[config.mk]
export PLATFORM = sky130hd
export DESIGN_NAME = imem_responder
export DESIGN_NICKNAME = d
export VERILOG_FILES = /design/src/rtl/cpu_pkg.sv /design/src/rtl/imem_array.sv /design/src/rtl/imem_responder.sv
export SDC_FILE = /design/constraint.sdc
export NUM_CORES = 2
export LEC_CHECK = 0
export BUFFER_PORTS_ARGS = -buffer_cell sky130_fd_sc_hd__buf_4
export CAP_MARGIN = 20
export CORE_MARGIN = 4
export CORE_UTILIZATION = 40
export CTS_CLUSTER_SIZE = 25
export DETAILED_ROUTE_END_ITERATION = 16
export HOLD_SLACK_MARGIN = 0.1
export PLACE_DENSITY = 0.58
export SLEW_MARGIN = 20
export SYNTH_ARGS = -nofsm -noshare
export SYNTH_HDL_FRONTEND = slang
export SYNTH_SLANG_ARGS = --single-unit
[constraint.sdc]
create_clock -name clk -period 7.1 [get_ports clk]
set_input_delay 1.775 -clock clk [delete_from_list [all_inputs] [get_ports clk]]
set_output_delay 1.775 -clock clk [all_outputs]
set_load 0.02 [all_outputs]
[src/rtl/cpu_pkg.sv]
`default_nettype none
// ============================================================================
// Module      : cpu_pkg
// Description : Shared types and constants for the instruction-memory path:
//               responder FSM state encoding, instruction width, opcode
//               field bounds and the data value returned on a fault.
// Revision    : 1.0 - initial release
// ============================================================================
package cpu_pkg;

    localparam int INSTR_W   = 32;
    localparam int OPCODE_HI = 31;
    localparam int OPCODE_LO = 26;
    localparam int OPCODE_W  = OPCODE_HI - OPCODE_LO + 1;

    // Data driven on rsp_data whenever a response carries rsp_err=1
    localparam logic [INSTR_W-1:0] ERR_DATA = '0;

    typedef enum logic [1:0] {
        ST_IDLE = 2'd0,
        ST_WAIT = 2'd1,
        ST_RESP = 2'd2
    } state_t;

endpackage : cpu_pkg
`default_nettype wire

[src/rtl/imem_array.sv]
`default_nettype none
// ============================================================================
// Module      : imem_array
// Description : Word-organised instruction store. Synchronous write,
//               combinational read. Contents are deliberately not reset so a
//               loaded program survives a responder reset.
// Ports       : clk    - clock
//               we     - write enable (already qualified by the caller)
//               waddr  - write word index
//               wdata  - write data
//               raddr  - read word index
//               rdata  - read data (combinational)
// Revision    : 1.0 - initial release
// ============================================================================
module imem_array
    import cpu_pkg::*;
#(
    parameter int DEPTH_WORDS = 64,
    parameter int ADDR_W      = $clog2(DEPTH_WORDS)
) (
    input  logic               clk,
    input  logic               we,
    input  logic [ADDR_W-1:0]  waddr,
    input  logic [INSTR_W-1:0] wdata,
    input  logic [ADDR_W-1:0]  raddr,
    output logic [INSTR_W-1:0] rdata
);

    logic [INSTR_W-1:0] r_mem [DEPTH_WORDS];

    always_ff @(posedge clk) begin
        if (we) begin
            r_mem[waddr] <= wdata;
        end
    end

    assign rdata = r_mem[raddr];

endmodule : imem_array
`default_nettype wire

[src/rtl/imem_responder.sv]
`default_nettype none
// ============================================================================
// Module      : imem_responder
// Description : Instruction-fetch responder with a fixed number of wait
//               states. One request outstanding at a time; misaligned or
//               out-of-range fetches return ERR_DATA with rsp_err set after
//               the same latency as a good fetch. A program-load port writes
//               the array while the responder is idle.
// Ports       : clk                - clock, rising edge
//               rst_n              - synchronous active-low reset
//               req_valid/req_addr - fetch request (byte address)
//               req_ready          - request accepted this cycle when high
//               rsp_valid/rsp_data/rsp_err - response, held until rsp_ready
//               rsp_ready          - response handshake from the CPU
//               opcode             - opcode field of last accepted response
//               load_en/load_addr/load_data - program-load write port
// Revision    : 1.0 - initial release
// ============================================================================
module imem_responder
    import cpu_pkg::*;
#(
    parameter int DEPTH_WORDS = 64,
    parameter int WAIT_CYCLES = 2
) (
    input  logic                clk,
    input  logic                rst_n,
    input  logic                req_valid,
    input  logic [INSTR_W-1:0]  req_addr,
    output logic                req_ready,
    output logic                rsp_valid,
    output logic [INSTR_W-1:0]  rsp_data,
    output logic                rsp_err,
    input  logic                rsp_ready,
    output logic [OPCODE_W-1:0] opcode,
    input  logic                load_en,
    input  logic [INSTR_W-1:0]  load_addr,
    input  logic [INSTR_W-1:0]  load_data
);

    localparam int         c_addr_w   = $clog2(DEPTH_WORDS);
    // Counter preload; with no wait states the WAIT state is never entered
    localparam logic [3:0] c_cnt_init = (WAIT_CYCLES == 0) ? 4'd0 : 4'(WAIT_CYCLES - 1);

    state_t                r_state;
    state_t                w_state_nxt;
    logic [3:0]            r_cnt;
    logic [3:0]            w_cnt_nxt;
    logic [c_addr_w-1:0]   r_idx;
    logic                  r_err;
    logic [OPCODE_W-1:0]   r_opcode;

    logic                  w_accept;
    logic                  w_req_bad;
    logic                  w_load_ok;
    logic                  w_we;
    logic [INSTR_W-1:0]    w_rdata;

    // A word index beyond the array is a fault, never a wrap-around
    assign w_req_bad = (req_addr[1:0] != 2'b00)
                     || (req_addr[INSTR_W-1:2] >= 30'(DEPTH_WORDS));
    assign w_load_ok = (load_addr[1:0] == 2'b00)
                     && (load_addr[INSTR_W-1:2] < 30'(DEPTH_WORDS));

    assign w_accept  = (r_state == ST_IDLE) && req_valid;
    // Reset outranks a load in the same cycle
    assign w_we      = rst_n && (r_state == ST_IDLE) && load_en && w_load_ok;

    imem_array #(
        .DEPTH_WORDS (DEPTH_WORDS),
        .ADDR_W      (c_addr_w)
    ) u_array (
        .clk   (clk),
        .we    (w_we),
        .waddr (load_addr[c_addr_w+1:2]),
        .wdata (load_data),
        .raddr (r_idx),
        .rdata (w_rdata)
    );

    always_comb begin
        w_state_nxt = r_state;
        w_cnt_nxt   = r_cnt;
        case (r_state)
            ST_IDLE: begin
                if (req_valid) begin
                    w_state_nxt = (WAIT_CYCLES == 0) ? ST_RESP : ST_WAIT;
                    w_cnt_nxt   = c_cnt_init;
                end
            end
            ST_WAIT: begin
                if (r_cnt == 4'd0) begin
                    w_state_nxt = ST_RESP;
                end else begin
                    w_cnt_nxt = r_cnt - 4'd1;
                end
            end
            ST_RESP: begin
                if (rsp_ready) begin
                    w_state_nxt = ST_IDLE;
                end
            end
            default: begin
                w_state_nxt = ST_IDLE;
            end
        endcase
    end

    always_ff @(posedge clk) begin
        if (!rst_n) begin
            r_state  <= ST_IDLE;
            r_cnt    <= 4'd0;
            r_idx    <= '0;
            r_err    <= 1'b0;
            r_opcode <= '0;
        end else begin
            r_state <= w_state_nxt;
            r_cnt   <= w_cnt_nxt;
            if (w_accept) begin
                r_idx <= req_addr[c_addr_w+1:2];
                r_err <= w_req_bad;
            end
            if ((r_state == ST_RESP) && rsp_ready) begin
                r_opcode <= rsp_data[OPCODE_HI:OPCODE_LO];
            end
        end
    end

    // The array cannot be written outside IDLE, so a combinational read of
    // the latched index stays stable for the whole RESP phase and already
    // reflects a load that landed on the accepting edge.
    assign req_ready = (r_state == ST_IDLE);
    assign rsp_valid = (r_state == ST_RESP);
    assign rsp_err   = (r_state == ST_RESP) && r_err;
    assign rsp_data  = ((r_state == ST_RESP) && !r_err) ? w_rdata : ERR_DATA;
    assign opcode    = r_opcode;

endmodule : imem_responder
`default_nettype wire

After elaboration in Yosys (flattened, before gate mapping)
Memories as Yosys holds them, arrays and structs flattened. A register that Yosys moved wholly into a read port is not among the register bits. Index checks and enable logic that the tools add are counted.

Bits in registers: 19. RAM bits: 2048. Word-level logic and storage cells: 44. Memories kept: 1.

Memory list: u_array.r_mem (words 64, width 32, read ports 1, clocked after memory_dff 1, write ports 1, RTL line imem_array.sv:29) `logic [INSTR_W-1:0] r_mem [DEPTH_WORDS];`.

Add/sub/neg operators: 1. $lt $le $gt $ge: 2. Equality and inequality tests: 6. Muxes and demuxes: 12. Reduce and logical (&&, ||, !) cells: 17.

Operators by type and width (count): $mux W32 (1); $ge A30 B7 Y1 const B (1); $lt A30 B7 Y1 const B (1); $mux W6 (2); $logic_and A1 B1 Y1 (8); $mux W4 (2); $pmux W4 S2 (1); $mux W2 (3); $ne A2 B2 Y1 const B (3); $pmux W2 S3 (1); $reduce_and A3 Y1 (2); $logic_not A2 Y1 (2); $logic_not A4 Y1 (1); $reduce_bool A2 Y1 (2); $sub A4 B1 Y4 const B (1); $eq A2 B1 Y1 const B (1); $eq A2 B2 Y1 const B (1); $mux W1 (2); $ne A2 B1 Y1 const B (1); $logic_not A1 Y1 (1); $logic_or A1 B1 Y1 (1).

Depth between registers and ports, before layout
Depth after elaboration: 6. Gate-level depth with buffers: 11. Gate-level depth less buffers: 6.

By module
Synthesis repeated with hierarchy kept, for this count alone.

Cell total of the unflattened synthesis: 3443. Area total of the unflattened synthesis: 79057.1 um^2.

Modules (own cells, without submodules): imem_array (instances 1, cells an instance 3292, area each 77874.7 um^2); imem_responder (instances 1, cells an instance 151, area each 1182.4 um^2).

Least setup slack after synthesis
No wires, ideal clock.

Path type: in2reg. Start: input load_addr[20]. End: memory u_array.r_mem[31][0] (enable). Arrival: 4.294 ns. Data required time: 6.679 ns. Path slack: 2.385 ns. Stages on the path: 5. Path buffers: 0. Cell sequence: nor4_1 > nand4_1 > nor4_1 > nand3_1 > nor2_1.

Word-level cells in the longest chain between the ends: 5.

RTL lines: start, declared (RTL line imem_responder.sv:36) `input logic [INSTR_W-1:0] load_addr,`; $lt A30 B7 Y1 (RTL line imem_responder.sv:62) `&& (load_addr[INSTR_W-1:2] < 30'(DEPTH_WORDS));`; $logic_and A1 B1 Y1 (RTL line imem_responder.sv:62); $logic_and A1 B1 Y1 (RTL line imem_responder.sv:66) `assign w_we = rst_n && (r_state == ST_IDLE) && load_en && w_load_ok;`; $mux W1 (RTL line imem_array.sv:32) `if (we) begin`; $mux W1 (implied by the code) (RTL line imem_array.sv:33) `r_mem[waddr] <= wdata;`; end, declared (RTL line imem_array.sv:29).

No other way between the ends.

==> results.sh <==
export IMPL_rsz0062_at_grt="no"
export IMPL_path_common_cell="buf_4"
export IMPL_synth_area_um2=79600
export IMPL_relSlewSlack_pct=24.5
export IMPL_cts_reportedPaths_clkPinSlew_ps=60
export IMPL_start_util_pct=40.3
export IMPL_dieArea_um2=206000
export IMPL_synth_top_cell_area_share_pct=77.2
export IMPL_synth_fp_nets=3537
export IMPL_leakagePower_nw=27.6
export IMPL_avgSynthCellArea_um2=23.2
export IMPL_cp_max_fo=35
export IMPL_finalPower_mw=25.6
export IMPL_wl_per_cell_um=31.7
export IMPL_setup_tns_ps=0
export IMPL_ys_flop_type="edfxtp_1"
export IMPL_postRouteAntennaNets=0
export IMPL_worstSetupPathType="reg -> out"
export IMPL_fillers=16100
export IMPL_die_x_um=454
export IMPL_hp_class="reg -> reg"
export IMPL_coreArea_um2=198000
export IMPL_insertion_delay_ps=830
export IMPL_die_h_um=454
export IMPL_drive_above_1_share_pct=31.1
export IMPL_max_stage_delay_ps=890
export IMPL_routed_wl_mm=209
export IMPL_via_count=37600
export IMPL_clock_skew_final_ps=27.5
export IMPL_yosys_top_cells_count="2048 x edfxtp_1, 546 x mux4_2, 153 x mux2i_1"
export IMPL_pwr_share_seq_pct=52.7
export IMPL_grt_start_max_net_pins=81
export IMPL_cts_setup_buffers=0
export IMPL_clkPwrFrac_pct=41.8
export IMPL_rows=163
export IMPL_pwr_share_comb_pct=5.5
export IMPL_numPortBuffers=141
export IMPL_cts_tree="done"
export IMPL_ctsResizeCount=0
export IMPL_clockBufferDepth=3
export IMPL_fin_nets=3854
export IMPL_setup_viol=0
export IMPL_slew_violations=0
export IMPL_synth_async_reset_ratio_pct=0
export IMPL_fin_area_um2=91700
export IMPL_yosysTopAreaCell="edfxtp_1"
export IMPL_critPathLaunchType="flip-flop"
export IMPL_dp_hpwl_mm=116
export IMPL_powerDensity_nw_per_um2=279
export IMPL_drc=0
export IMPL_viasPerCell=5.72
export IMPL_finalCriticalPeriod_ps=6390
export IMPL_grt_antenna_before_repair=4
export IMPL_peakVddDrop_mv=0.201
export IMPL_cp_end_kind="output port"
export IMPL_maxCapViolations=0
export IMPL_numCtsBuffers=207
export IMPL_p_sw_mw=5.45
export IMPL_internal_power_mw=20.2
export IMPL_required_ps=5330
export IMPL_path_cells="buf_4 -> buf_4 -> mux4_2 -> mux2i_1 -> a211oi_1 -> a21oi_1 -> o21ai_1 -> buf_4"
export IMPL_netSwitchingFraction_pct=21.3
export IMPL_synth_area_leaders="edfxtp_1 77%, mux4_2 15%, mux2i_1 1.9%, dfxtp_1 0.63%, buf_4 0.59%"
export IMPL_placed_area_um2=85000
export IMPL_cp_slowest_cell="dfxtp_4"
export IMPL_cts_root_buf="clkbuf_16"
export IMPL_clock_fmax_ghz=0.157
export IMPL_synth_most_common_cell="edfxtp_1"
export IMPL_cts_max_level=4
export IMPL_gp_congestion=0.788
export IMPL_critPathArrivalTime_ps=4610
export IMPL_synth_distinct_cells=57
export IMPL_synth_warning_count=0
export IMPL_synth_edf_count=2048
export IMPL_crit_family="buffers and inverters"
export IMPL_worst_path_buf_inv=3
export IMPL_areaGrowthSynthToFinish_pct=15.1
export IMPL_post_route_period_util_pct=90.0
export IMPL_hold_viol=0
export IMPL_drt_iter0_markers=4190
export IMPL_grt_pass1_wl_mm=295
export IMPL_pin_count=142
export IMPL_gr_total_overflow=0
export IMPL_tightestPinTransition_ps=1130
export IMPL_ys_ff_latch=2073
export IMPL_synthesis_instances=3434
export IMPL_run_status="completed"
export IMPL_cts_sinks=2073
export IMPL_holdBufCountCts=0
export IMPL_grt_use_total_pct=20.2
export IMPL_first_global_vias=38000
export IMPL_drt_pre_antenna_iters=8
export IMPL_seq_area_frac_synth_pct=77.8
## tightest hold or removal path: cells and delay by family, from the launching register on
family | cells | cell delay [ps]
and+or+nand+nor | 1 | 40
AOI/OAI and AO/OA | 1 | 100
DFF | 1 | 290
## through the flow
| stage | worst slack [ps] | utilization (%) | hold WS (ps) | std cells |
|---|---|---|---|---|
| after floorplan | 2380 | - | 448 | 3434 |
| after global placement | 1490 | 43.0 | 449 | 6182 |
| after detailed placement | 1510 | 43.0 | 461 | 6182 |
| after CTS | 601 | 46.4 | 475 | 6573 |
| after global routing | 493 | 46.4 | 513 | 6573 |
| final | 712 | 46.4 | 480 | 6577 |
## path summary, 6_finish.rpt
kind | startpoint | endpoint | slack, ps | depth (start not counted)
min reg2reg | r_idx[3] | flip-flop | 480 | 2
max reg2reg | flip-flop | opcode[3] | 3480 | 7
max | flip-flop | rsp_data[23] | 710 | 8
min | r_idx[3] | flip-flop | 480 | 2
## placed cells by master (no fill, tap or decap), types with 29 or more instances in the layout
cell / instances
edfxtp_1: 2048
mux4_2: 546
buf_4: 259
clkbuf_16: 209
mux2i_1: 153
nor2_4: 64
clkinv_2: 54
a211oi_1: 52
clkinv_1: 52
nand2_1: 50
nor2b_1: 39
clkbuf_1: 39
buf_12: 35
a21oi_1: 33
a22oi_1: 29
## power groups by stage
stage	Sequential [mW]	Combinational [mW]	Clock (mW)
2_1_floorplan	13.7	0.874	0
3_3_place_gp	13.8	1.42	0
3_5_place_dp	13.8	1.44	0
4_1_cts	13.5	1.44	10.9
5_1_grt	13.5	1.50	11.4
6_report	13.5	1.41	10.7
## cells by family after synthesis
logic type                 count (synthesis)  synth area share, %
muxes                                    702                 17.4
AOI/OAI and AO/OA                        198                 1.68
and+or+nand+nor                          266                 1.66
DFF                                     2073                 77.8
adders and majority gates                  2               0.0314
buffers and inverters                    191                 1.37
xor gates and xnor gates                   2               0.0220
## registers in the layout (all words and copies together), names as in the netlist, named ones only
name and flops:
opcode 6, r_cnt 4, r_err 1, r_idx 6, r_state 2, u_array.r_mem 2048
## routing by layer
metal	GRT usage, %	share of wire [%]	vias to the layer above
li1	-	-	15400
met1	28.3	42	20600
met2	33.0	49	1352
met3	3.56	6.5	260
met4	5.06	2.3	4
met5	0	0.011	-
## area by class of cell
| cell class | instances | area [µm²] | share of cell area [%] |
|---|---|---|---|
| well taps | 2640 | 3300 | 3.60 |
| inverters | 5 | 18.8 | 0.0205 |
| multi-input cells | 1170 | 17100 | 18.6 |
| repair buffers | 294 | 2650 | 2.88 |
| diodes | 4 | 10.0 | 0.0109 |
| clock buffers | 248 | 5380 | 5.86 |
| flip-flops and latches | 2073 | 62000 | 67.6 |
| clock inverters | 143 | 1270 | 1.39 |
(Power assumes the default switching activity.)
